<file path="config.mk">
export PLATFORM = sky130hd
export DESIGN_NAME = sobel_mag_pack
export DESIGN_NICKNAME = d
export VERILOG_FILES = /design/src/rtl/sobel_pkg.sv /design/src/rtl/sobel_abs_sat.sv /design/src/rtl/sobel_mag_pack.sv
export SDC_FILE = /design/constraint.sdc
export NUM_CORES = 1
export LEC_CHECK = 0
export ABC_AREA = 1
export CORE_MARGIN = 8
export CORE_UTILIZATION = 48
export DETAILED_ROUTE_END_ITERATION = 6
export PLACE_DENSITY_LB_ADDON = 0.1
export SYNTH_ARGS = -nofsm -noshare
export SYNTH_HDL_FRONTEND = slang
export SYNTH_SLANG_ARGS = --single-unit
</file>
<file path="constraint.sdc">
create_clock -name clk -period 3.2 [get_ports clk]
set_input_delay 0.64 -clock clk [delete_from_list [all_inputs] [get_ports clk]]
set_output_delay 0.64 -clock clk [all_outputs]
set_load 0.005 [all_outputs]
</file>
<file path="src/rtl/sobel_pkg.sv">
// ============================================================================
// Package   : sobel_pkg
// Purpose   : Shared widths and types for the Sobel magnitude/pack stage.
// Revision  : 1.0 - initial release
// ============================================================================
`default_nettype none

package sobel_pkg;

  localparam int GRAD_W      = 11;
  localparam int PIX_W       = 8;
  localparam int LANES       = 4;
  localparam int LINE_PIXELS = 64;

  localparam int WORD_W    = LANES * PIX_W;
  localparam int LANE_W    = $clog2(LANES);
  localparam int PIX_CNT_W = $clog2(LINE_PIXELS);

  typedef logic [PIX_W-1:0]         pixel_t;
  typedef logic signed [GRAD_W-1:0] grad_t;

endpackage

`default_nettype wire

</file>
<file path="src/rtl/sobel_abs_sat.sv">
// ============================================================================
// Module    : sobel_abs_sat
// Purpose   : Combinational |gx|+|gy| saturated to one pixel. When
//             SOBEL_THRESHOLD_EN is defined the result is binarised against
//             thresh_i (>= threshold -> all ones, else zero).
// Revision  : 1.0 - initial release
// ============================================================================
`default_nettype none

module sobel_abs_sat
  import sobel_pkg::*;
(
  input  grad_t  gx_i,
  input  grad_t  gy_i,
`ifdef SOBEL_THRESHOLD_EN
  input  pixel_t thresh_i,
`endif
  output pixel_t pix_o
);

  // One extra bit so that |-1024| = 1024 is representable, one more for the sum.
  localparam int                SUM_W   = GRAD_W + 2;
  localparam logic [SUM_W-1:0]  PIX_MAX = SUM_W'((1 << PIX_W) - 1);

  logic signed [GRAD_W:0] w_gx_ext, w_gy_ext;
  logic [GRAD_W:0]        w_gx_abs, w_gy_abs;
  logic [SUM_W-1:0]       w_sum;
  pixel_t                 w_sat;

  // Absolute values, unsigned sum and saturation to the pixel range.
  always_comb begin
    w_gx_ext = {gx_i[GRAD_W-1], gx_i};
    w_gy_ext = {gy_i[GRAD_W-1], gy_i};
    w_gx_abs = w_gx_ext[GRAD_W] ? $unsigned(-w_gx_ext) : $unsigned(w_gx_ext);
    w_gy_abs = w_gy_ext[GRAD_W] ? $unsigned(-w_gy_ext) : $unsigned(w_gy_ext);
    w_sum    = {1'b0, w_gx_abs} + {1'b0, w_gy_abs};
    w_sat    = (w_sum > PIX_MAX) ? '1 : w_sum[PIX_W-1:0];
  end

`ifdef SOBEL_THRESHOLD_EN
  // Binarise the saturated magnitude.
  assign pix_o = (w_sat >= thresh_i) ? '1 : '0;
`else
  assign pix_o = w_sat;
`endif

endmodule

`default_nettype wire

</file>
<file path="src/rtl/sobel_mag_pack.sv">
// ============================================================================
// Module    : sobel_mag_pack
// Purpose   : Converts (Gx,Gy) pairs to saturated magnitudes and packs LANES
//             pixels per output word (pixel 0 in the low byte) behind a
//             valid/ready handshake. Flags lines whose length differs from
//             LINE_PIXELS. Optional macro SOBEL_THRESHOLD_EN binarises each
//             pixel against cfg_thresh.
// Revision  : 1.0 - initial release
// ============================================================================
`default_nettype none

module sobel_mag_pack
  import sobel_pkg::*;
(
  input  logic              clk,
  input  logic              reset_n,
  input  logic              in_valid,
  output logic              in_ready,
  input  grad_t             in_gx,
  input  grad_t             in_gy,
  input  logic              in_last,
  input  pixel_t            cfg_thresh,
  output logic              out_valid,
  input  logic              out_ready,
  output logic [WORD_W-1:0] out_data,
  output logic              out_last,
  output logic              line_err
);

  localparam logic [LANE_W-1:0]    LAST_LANE = LANE_W'(LANES - 1);
  localparam logic [PIX_CNT_W-1:0] LAST_PIX  = PIX_CNT_W'(LINE_PIXELS - 1);

  logic [LANE_W-1:0]    lane_cnt_q, lane_cnt_d;
  logic [PIX_CNT_W-1:0] pix_cnt_q, pix_cnt_d;
  logic [WORD_W-1:0]    pack_q, pack_d;
  logic                 out_valid_q, out_valid_d;
  logic [WORD_W-1:0]    out_data_q, out_data_d;
  logic                 out_last_q, out_last_d;
  logic                 line_err_q, line_err_d;

  pixel_t               w_pix;
  logic [WORD_W-1:0]    w_word;
  logic                 w_accept;
  logic                 w_complete;

  sobel_abs_sat u_abs_sat (
    .gx_i     (in_gx),
    .gy_i     (in_gy),
`ifdef SOBEL_THRESHOLD_EN
    .thresh_i (cfg_thresh),
`endif
    .pix_o    (w_pix)
  );

`ifndef SOBEL_THRESHOLD_EN
  // Threshold input has no function without binarisation.
  logic w_unused_cfg;
  assign w_unused_cfg = ^cfg_thresh;
`endif

  // Pack register with the incoming pixel merged into the current lane.
  // Lanes above lane_cnt are still zero, so an early in_last pads with 0.
  generate
    for (genvar gi = 0; gi < LANES; gi++) begin : g_lane
      assign w_word[gi*PIX_W +: PIX_W] = (lane_cnt_q == LANE_W'(gi)) ? w_pix
                                                                      : pack_q[gi*PIX_W +: PIX_W];
    end
  endgenerate

  assign in_ready   = !out_valid_q || out_ready;
  assign w_accept   = in_valid && in_ready;
  assign w_complete = w_accept && (in_last || (lane_cnt_q == LAST_LANE));

  // Next-state: handshake, lane packing, and line-length checking.
  always_comb begin
    lane_cnt_d  = lane_cnt_q;
    pix_cnt_d   = pix_cnt_q;
    pack_d      = pack_q;
    out_valid_d = out_valid_q;
    out_data_d  = out_data_q;
    out_last_d  = out_last_q;
    line_err_d  = line_err_q;

    if (out_valid_q && out_ready) begin
      out_valid_d = 1'b0;
    end

    if (w_accept) begin
      if (w_complete) begin
        lane_cnt_d  = '0;
        pack_d      = '0;
        out_valid_d = 1'b1;
        out_data_d  = w_word;
        out_last_d  = in_last;
      end else begin
        lane_cnt_d  = lane_cnt_q + LANE_W'(1);
        pack_d      = w_word;
      end

      if (in_last) begin
        pix_cnt_d = '0;
        if (pix_cnt_q != LAST_PIX) begin
          line_err_d = 1'b1;
        end
      end else if (pix_cnt_q == LAST_PIX) begin
        pix_cnt_d  = '0;
        line_err_d = 1'b1;
      end else begin
        pix_cnt_d  = pix_cnt_q + PIX_CNT_W'(1);
      end
    end
  end

  // State registers; reset discards any partially packed word.
  always_ff @(posedge clk or negedge reset_n) begin
    if (!reset_n) begin
      lane_cnt_q  <= '0;
      pix_cnt_q   <= '0;
      pack_q      <= '0;
      out_valid_q <= 1'b0;
      out_data_q  <= '0;
      out_last_q  <= 1'b0;
      line_err_q  <= 1'b0;
    end else begin
      lane_cnt_q  <= lane_cnt_d;
      pix_cnt_q   <= pix_cnt_d;
      pack_q      <= pack_d;
      out_valid_q <= out_valid_d;
      out_data_q  <= out_data_d;
      out_last_q  <= out_last_d;
      line_err_q  <= line_err_d;
    end
  end

  assign out_valid = out_valid_q;
  assign out_data  = out_data_q;
  assign out_last  = out_last_q;
  assign line_err  = line_err_q;

endmodule

`default_nettype wire

</file>
==> results_dict.tcl, run 1 <==
set metrics [dict create \
    cp_top_family "simple AND/OR/NAND/NOR gates" \
    multiInputGateArea_sq_um 2590 \
    dr.pass1.iters 4 \
    via_per_inst 5.17 \
    total_power_mw 3.76 \
    holdBufCountCts 0 \
    gp_congestion 0.855 \
    wl_met3_um 684 \
    antenna_found_initial 0 \
    detail-route-antenna-nets 0 \
    fp-row-count 36 \
    highest_layer "met4" \
    drv_cap 0 \
    htreeDepth 3 \
    period_needed_ns 3.15 \
    core_area_sq_um 9550 \
    ys_top_cells_by_area "dfrtp_1, nand2_1, nand3_1, nand4_1, ha_1" \
    crit_slowest_cell "ha_1" \
    synthDistinctLibCells 32 \
    num_io_pins 71 \
    clockBufferDepth 2 \
    ys_seq_area_share_pct 40.6 \
    worst_pin_slew_ns 0.936 \
    slowest_delay_ns 0.30 \
    avgRoutedWirePerCell_um 14.5 \
    regArea_sq_um 1880 \
    status "completed" \
    hpwlAfterDp_mm 8.69 \
    required_ns 3.45 \
    pre_cts_ws_ns -0.620 \
    p_leak_nw 3.38 \
    final_core_util_pct 68.4 \
    rr_endpoint "out_data[21]" \
    yosysWarnings 0 \
    setup_violations 0 \
    cp_max_fo 5 \
    slew_headroom_pct 37.6 \
    period_share_pct 98.4 \
    end_kind "flop" \
    drive_gt1_share_pct 24.8 \
    cts.clk_slew.worst_paths_ns 0.09 \
    synth-edff-count 0 \
    syn_inst 620 \
    ys_ff_latch 75 \
    path_buf_inv 6 \
    critPathLaunch "in_gy[4]" \
    fill_cells 820 \
    setup_ws_ns 0.0525 \
    cts_buffers 9 \
    area_growth_pct 41.1 \
    cts_sinks 75 \
    vias 4605 \
    yosys-top-cells-count "nand2_1, dfrtp_1, nand3_1, inv_1, nand4_1" \
    yosysMostFrequentCell "nand2_1" \
    critPathArrivalTime_ns 3.40 \
    route.met2.wl_mm 6.25 \
    cellPowerDensity_nw_per_um2 576 \
    skew_ns 0.0174 \
    drtIter0Drc 321 \
    async_flop_share_pct 100 \
    root_buffer "clkbuf_8" \
    critical_path.cell_chain "buf_6 -> nor2_4 -> inv_2 -> nor4_4 -> nand3_1 -> buf_4 -> nor4_4 -> ha_1 -> nand2_1 -> inv_1 -> a21oi_2 -> nand3_1 -> nand2_1 -> nand2_2 -> nor2_4 -> buf_12 -> buf_16 -> nand4_1 -> nand3_1 -> nand2_1" \
    antenna_cells 0 \
    vdd_drop_max_mv 0.314 \
    grt_setup_unrepaired "true" \
    fmax_mhz 318 \
    grt_max_degree 76 \
    die_h_um 114 \
    whs_ns 0.415 \
    wl_met1_mm 5.80 \
    ys.flop_type "dfrtp_1" \
    rrSetupSlack_ns 1.07 \
    synth_top_area_cell "dfrtp_1" \
    grt_usage_pct 20.0 \
    die_w_um 114 \
    r2r-start "lane_cnt_q[1]" \
    start_util_pct 48.5 \
    clk_latency_ns 0.36 \
    fin_setup_tns_ns 0 \
    hold_viol_final 0 \
    nNetsFinal 809 \
    synth_top_area_share_pct 40.6 \
    avgSynthCellArea_sq_um 7.46 \
    syn-cell-area_sq_um 4630 \
    cp-start-kind "input port" \
    slew_viol_final 0 \
    hold_path_class "in2async" \
    cts_tree "done" \
    r2r_cells 8 \
    wl_mm 12.9 \
    dieArea_sq_um 13000 \
    gr-total-overflow 0 \
    grt_first_pass_wirelength_mm 21.1 \
    crit_type "in2reg" \
    first_global_vias 4504 \
    io_buffers 62 \
    route.detailed.drc 0 \
]
==> metal layers <==
layer  global-route usage [%]  vias up
li1                         -     2285
met4                     5.15        0
met1                     24.9     2177
met2                     34.0      123
met3                     4.38       20
met5                        0        -
==> worst reg2reg max path, stage by stage (launching register included) <==
cell and delay [ns]:
dfrtp_1 0.40, ha_1 0.45, clkinv_1 0.18, a21oi_2 0.19, buf_4 0.26, clkinv_1 0.09, buf_4 0.26, nand2_1 0.13
nand2_1 0.06
==> through the flow <==
step | cell area [sq um] | std cells
after floorplan | 4630 | 621
after global placement | 5780 | 855
after detailed placement | 5780 | 855
after CTS | 6240 | 878
after global routing | 6530 | 891
final | 6530 | 891
==> sequential cells by signal, summed over array words and instances (netlist names) <==
register and flops:
out_last 1, pix_cnt_q 6, line_err 1, out_valid 1, pack_q 32, out_data 32, lane_cnt_q 2
==> placed cells by master, fill, tap and decap left out, drive strengths merged, types with 6 or more instances in the layout <==
master	n
ha	19
o21ai	22
a21oi	10
inv	64
dlymetal6s2s	9
nand2	196
nor3	6
nor2	25
clkbuf	13
nand4	43
buf	88
nand3	75
or2	26
clkdlybuf4s50	45
xor2	15
dfrtp	75
xnor2	6
==> final cells by class <==
| class | count | area share, % |
|---|---|---|
| Timing Repair Buffer | 147 | 21.5 |
| Clock buffer | 9 | 1.90 |
| Inverter | 65 | 3.89 |
| Sequential cell | 75 | 28.7 |
| Multi-Input combinational cell | 456 | 39.7 |
| Tap cell | 133 | 2.55 |
| Clock inverter | 6 | 1.72 |
==> what timing repair did <==
action,CTS,global route
endpoints found under the setup margin,56,56
resized for setup,33,79
buffers inserted,5,12
pin swaps,15,50
gates cloned,3,2
==> worst max path at each step <==
stage | endpoint | slack, ns | depth (start not counted)
2_1_floorplan | out_data[0] | 0.26 | 19
3_3_place_gp | out_data[11] | -0.54 | 19
3_5_place_dp | out_data[17] | -0.62 | 19
4_1_cts | out_data[23] | -0.01 | 20
5_1_grt | out_data[14] | -0.15 | 21
6_report | out_data[14] | 0.05 | 20
==> power by group <==
part	leakage [nW]	internal [mW]	switching [mW]	total (mW)
combinational	2.28	0.806	0.772	1.58
sequential	0.985	1.16	0.115	1.27
clock	0.120	0.517	0.393	0.910
total	3.38	2.48	1.28	3.76
==> cell families after synthesis <==
kind of cell | share of synthesized area (%)
AO/OA/AOI/OAI | 4.14
flip-flops | 40.6
other | 0.0810
adder cells (fa/ha/maj) | 5.57
multiplexers | 0.243
AND/OR/NAND/NOR | 37.1
XOR/XNOR | 3.97
buffers and inverters | 8.33
No activity file was read; power rests on OpenSTA's default activity.
==> run 2, diff against run 1 <==
Settings changed: ABC_AREA 1 to not set, ABC_CLOCK_PERIOD_IN_PS set to 3200, SYNTH_HIERARCHICAL set to 1.
==> run 2 against run 1 <==
Net effect: the run now ends with setup timing left; die area decreased by 1.9%; hold slack got worse by 0.20 ns; maximum frequency fell by 25%; synthesized area decreased by 2.2%; sequential power is 12% higher; first-iteration DRC count is 68% lower; sequential cell count unchanged; global-route usage is 2.0 points lower; sequential share of layout area grew 0.26 points; clock skew shrank 0.0056 ns; core utilization is 2.0 points higher; largest power group unchanged.
==> results_dict.tcl, run 2 <==
set metrics [dict create \
    vias 3615 \
    gp_congestion 0.893 \
    cts_tree "done" \
    antenna_found_initial 0 \
    holdBufCountCts 0 \
    total_power_mw 4.03 \
    period_share_pct 132 \
    cp_max_fo 7 \
    multiInputGateArea_sq_um 2870 \
    mostFrequentLayoutCell "dfrtp_1" \
    setup_ws_ns -1.02 \
    clockBufferDepth 2 \
    route.detailed.drc 0 \
    slew_viol_final 0 \
    antenna_cells 0 \
    ys_seq_area_share_pct 41.5 \
    grt_max_degree 42 \
    avgRoutedWirePerCell_um 17.6 \
    period_needed_ns 4.22 \
    setup_violations 56 \
    die_h_um 113 \
    die_w_um 113 \
    critPathArrivalTime_ns 4.45 \
    synth_top_area_share_pct 41.5 \
    start_util_pct 49.2 \
    p_leak_nw 3.03 \
    wl_mm 11.4 \
    cp-start-kind "input port" \
    synthDistinctLibCells 59 \
    synth-edff-count 0 \
    grt_setup_unrepaired "true" \
    crit_slowest_cell "or4b_4" \
    fmax_mhz 237 \
    dieArea_sq_um 12800 \
    hpwlAfterDp_mm 7.90 \
    root_buffer "clkbuf_8" \
    regArea_sq_um 1880 \
    worst_pin_slew_ns 0.674 \
    clk_latency_ns 0.35 \
    end_kind "flop" \
    cts.clk_slew.worst_paths_ns 0.09 \
    gr-total-overflow 0 \
    ys_ff_latch 75 \
    yosys-top-cells-count "dfrtp_1, mux2_2, mux2_4, a22o_1, xnor2_1" \
    mostFrequentLayoutCells "dfrtp_1, buf_4, mux2_4, clkdlybuf4s50_1, a22o_1" \
    ys_top_cells_by_area "dfrtp_1, mux2_4, mux2_2, ha_1, a22o_1" \
    drtIter0Drc 104 \
    htreeDepth 3 \
    critical_path.cell_chain "buf_12 -> inv_12 -> ha_4 -> nand2_2 -> or3_4 -> or3_4 -> nand2_4 -> xnor2_4 -> ha_4 -> nor2b_4 -> a221oi_2 -> o21ai_1 -> or4b_4 -> or2_4 -> or3_4 -> mux2_4 -> mux2_4" \
    pre_cts_ws_ns -1.87 \
    dr.pass1.iters 5 \
    avgSynthCellArea_sq_um 11.6 \
    via_per_inst 5.60 \
    rrSetupSlack_ns 1.08 \
    status "finished, violations left" \
    synth_top_area_cell "dfrtp_1" \
    area_growth_pct 43.0 \
    fill_cells 676 \
    core_area_sq_um 9200 \
    hold_viol_final 0 \
    required_ns 3.43 \
    cts_sinks 75 \
    crit_top_cell "or3_4" \
    cellPowerDensity_nw_per_um2 623 \
    violations "setup timing" \
    slew_headroom_pct 55.1 \
    yosysWarnings 6 \
    crit_type "in2reg" \
    io_buffers 62 \
    nNetsFinal 584 \
    syn-cell-area_sq_um 4530 \
    num_io_pins 71 \
    async_flop_share_pct 100 \
    skew_ns 0.0118 \
    detail-route-antenna-nets 0 \
    fp-row-count 35 \
    hold_path_class "in2async" \
    vdd_drop_max_mv 0.301 \
    yosysMostFrequentCell "dfrtp_1" \
    drv_cap 0 \
    first_global_vias 3781 \
    grt_first_pass_wirelength_mm 18.7 \
    grt_usage_pct 17.9 \
    drive_gt1_share_pct 41.2 \
    slowest_delay_ns 0.53 \
    ys.flop_type "dfrtp_1" \
    syn_inst 391 \
    cts_buffers 9 \
]
==> run 2: cell count changes after synthesis, moves of 13 or more <==
cell,delta
mux2_4,+30
mux2_2,+33
nand3_1,-71
xor2_1,-14
nand4_1,-39
or2_2,-24
nand2_1,-175
o21ai_0,-13
a22o_1,+25
inv_1,-50
xnor2_1,+16
==> run 2: routing by layer <==
metal	routed length, um	share of wire (%)	vias to the layer above	track usage [%]
li1	-	-	1709	-
met1	5150	45	1795	22.3
met2	5510	49	96	29.9
met3	515	4.5	15	4.10
met4	187	1.6	0	6.13
met5	0	0	-	0
==> run 2: where the power goes <==
group / internal [mW] / total, mW / switching (mW)
sequential: 1.23 / 1.42 / 0.193
clock: 0.469 / 0.853 / 0.384
combinational: 1.13 / 1.76 / 0.622
==> run 2: worst paths after layout <==
check / cells past startpoint / start / endpoint
worst max register to register: 5 / lane_cnt_q[0] / out_data[15]
min in group clk: 1 / pack_q[28] / pack_q[28]
worst max-delay path: 17 / in_gx[0] / out_data[19]
worst min register to register: 1 / pack_q[28] / pack_q[28]
max in group asynchronous: 2 / reset_n / pack_q[29]
worst min-delay path: 1 / reset_n / pack_q[31]
==> run 2: worst max-delay path: cells and delay by family <==
family | cells | cell delay, ns
buffers and inverters | 2 | 0.15
AO/OA/AOI/OAI | 2 | 0.38
AND/OR/NAND/NOR | 8 | 2.23
adder cells (fa/ha/maj) | 2 | 0.36
XOR/XNOR | 1 | 0.13
multiplexers | 2 | 0.54
==> run 2: cells by family (layout without fill, tap and decap cells) <==
family	Yosys count	after routing	synth area share (%)
DFF	75	75	41.5
other	1	2	0.0829
buffers and inverters	32	174	3.57
AOI/OAI and AO/OA	79	79	13.7
adders and majority gates	20	20	5.70
xor gates and xnor gates	23	23	4.45
and+or+nand+nor	96	96	12.4
muxes	65	65	18.6
==> run 2: stage by stage <==
stage | instance area [sq um] | TNS (ns) | utilization, % | std cells | hold WS (ns)
CTS | 6250 | -47.24 | 67.9 | 639 | 0.205
finish | 6470 | -49.01 | 70.4 | 645 | 0.212
floorplan | 4700 | -46.32 | - | 392 | 0.344
detailed placement | 5810 | -94.61 | 63.2 | 608 | 0.468
global placement | 5810 | -92.11 | 63.2 | 608 | 0.467
global route | 6470 | -52.86 | 70.4 | 645 | 0.217
==> run 2: layout make-up <==
| type | count | share of cell area (%) |
|---|---|---|
| Clock buffer | 10 | 2.13 |
| Clock inverter | 6 | 1.47 |
| Inverter | 14 | 1.08 |
| Multi-Input combinational cell | 285 | 44.4 |
| Sequential cell | 75 | 29.0 |
| Tap cell | 111 | 2.15 |
| Timing Repair Buffer | 144 | 19.8 |
==> run 2: what timing repair did <==
action,in CTS,in global routing
hold endpoints to repair,0,0
endpoints found under the setup margin,56,56
resized for setup,53,38
setup buffers,15,7
pin swaps,20,32
==> run 3, diff against run 2 <==
Settings changed: CELL_PAD_IN_SITES_DETAIL_PLACEMENT set to 2, CELL_PAD_IN_SITES_GLOBAL_PLACEMENT set to 2, CORE_UTILIZATION 48 to 39.
==> run 3 against run 2 <==
Net effect: the flow still finishes with violations (setup timing); count of clock-buffer cells in the layout is 2 higher; hold slack better by 0.24 ns; critical path depth is 2 lower; highest routed layer unchanged; sequential share of layout area is 0.85 points lower.
==> results_dict.tcl, run 3 (synthesized netlist as in run 2, its figures left out) <==
set metrics [dict create \
    status "finished, violations left" \
    violations "setup timing" \
    hold_viol_final 0 \
    cellPowerDensity_nw_per_um2 685 \
    mostFrequentLayoutCell "dfrtp_1" \
    die_w_um 124 \
    pre_cts_ws_ns -2.05 \
    fmax_mhz 217 \
    required_ns 3.43 \
    whs_ns 0.450 \
    final_core_util_pct 58.6 \
    cp_top_family "simple AND/OR/NAND/NOR gates" \
    dieArea_sq_um 15300 \
    root_buffer "clkbuf_16" \
    grt_setup_unrepaired "true" \
    clk_latency_ns 0.36 \
    crit_type "in2reg" \
    route.detailed.drc 0 \
    critPathArrivalTime_ns 4.83 \
    multiInputGateArea_sq_um 2960 \
    path_depth 15 \
    regArea_sq_um 1880 \
    vias 4128 \
    avgRoutedWirePerCell_um 33.1 \
    slew_headroom_pct 34.0 \
    path_buf_inv 1 \
    r2r_cells 5 \
    wl_mm 22.5 \
    area_growth_pct 47.3 \
    crit_slowest_cell "or4b_4" \
    holdBufCountCts 0 \
    htreeDepth 3 \
    fill_cells 1010 \
    antenna_found_initial 0 \
    dr.pass1.iters 4 \
    detail-route-antenna-nets 0 \
    cts.clk_slew.worst_paths_ns 0.06 \
    cts_buffers 9 \
    drive_gt1_share_pct 44.3 \
    io_buffers 62 \
    period_needed_ns 4.60 \
    end_kind "flop" \
    clockBufferDepth 2 \
    cp_max_fo 7 \
    drtIter0Drc 214 \
    num_io_pins 71 \
    cts_sinks 75 \
    via_per_inst 6.07 \
    critical_path.cell_chain "dlygate4sd2_1 -> nor2_4 -> nand2_2 -> or2_4 -> o41ai_4 -> xnor2_2 -> ha_4 -> nor2b_4 -> a221oi_2 -> o21ai_1 -> or4b_4 -> or2_4 -> or3_4 -> mux2_4 -> mux2_4" \
    slew_viol_final 0 \
    hold_path_class "in2async" \
    mostFrequentLayoutCells "dfrtp_1, buf_4, mux2_4, clkdlybuf4s50_1, a22o_1" \
    cp-start-kind "input port" \
    grt_usage_pct 23.5 \
    first_global_vias 4422 \
    p_leak_nw 3.08 \
    core_area_sq_um 11400 \
    skew_ns 0.0143 \
    cts_tree "done" \
    antenna_cells 0 \
    grt_max_degree 76 \
    period_share_pct 144 \
    hpwlAfterDp_mm 10.6 \
    vdd_drop_max_mv 0.540 \
    fp-row-count 39 \
    drv_cap 0 \
    setup_violations 56 \
    start_util_pct 39.8 \
    worst_pin_slew_ns 0.991 \
    slowest_delay_ns 0.55 \
    numPlacedInstances 638 \
    grt_first_pass_wirelength_mm 26.8 \
    gr-total-overflow 0 \
    finalNonFillerCells 680 \
    setup_ws_ns -1.40 \
    die_h_um 124 \
    nNetsFinal 587 \
    gp_congestion 0.800 \
]
-- run 3: final timing paths --
path | from | end | slack (ns)
worst min-delay path | reset_n | out_data[7] | 0.45
worst max-delay path | in_gy[2] | out_data[13] | -1.40
worst max register to register | lane_cnt_q[0] | out_data[25] | 0.87
worst min register to register | out_data[15] | out_data[15] | 0.51
max in group asynchronous | reset_n | out_data[30] | 2.10
min in group clk | out_data[15] | out_data[15] | 0.51
-- run 3: metal layers --
layer	share of wire, %	global-route usage (%)	vias up
li1	-	-	1717
met1	39	27.3	2178
met2	53	42.7	176
met3	4.7	3.63	57
met4	4.2	9.03	0
met5	0	0	-
-- run 3: final cells by class --
| cell class | count | share of cell area (%) |
|---|---|---|
| Multi-Input combinational cell | 285 | 44.5 |
| Sequential cell | 75 | 28.2 |
| Timing Repair Buffer | 147 | 19.6 |
| Clock buffer | 12 | 3.70 |
| Tap cell | 143 | 2.68 |
| Inverter | 14 | 1.05 |
| Clock inverter | 4 | 0.394 |
-- run 3: through the flow --
step / setup TNS [ns] / cell area, sq um / total power, mW
after global routing: -72.67 / 6670 / 4.70
after CTS: -48.76 / 6480 / 4.27
after global placement: -97.44 / 5830 / 3.08
after floorplan: -46.32 / 4700 / 2.39
final: -70.48 / 6670 / 4.57
after detailed placement: -103.81 / 5830 / 3.20
-- run 3: what timing repair did --
item / 4_1_cts / 5_1_grt
pin swaps: 38 / 29
endpoints found under the setup margin: 56 / 56
resized for setup: 100 / 26
setup buffers: 17 / 14
-- run 3: power breakdown --
group / switching (mW) / total, mW / leakage (nW) / internal (mW)
Sequential: 0.258 / 1.49 / 0.964 / 1.23
Combinational: 0.904 / 2.09 / 1.98 / 1.18
Clock: 0.442 / 0.988 / 0.133 / 0.547
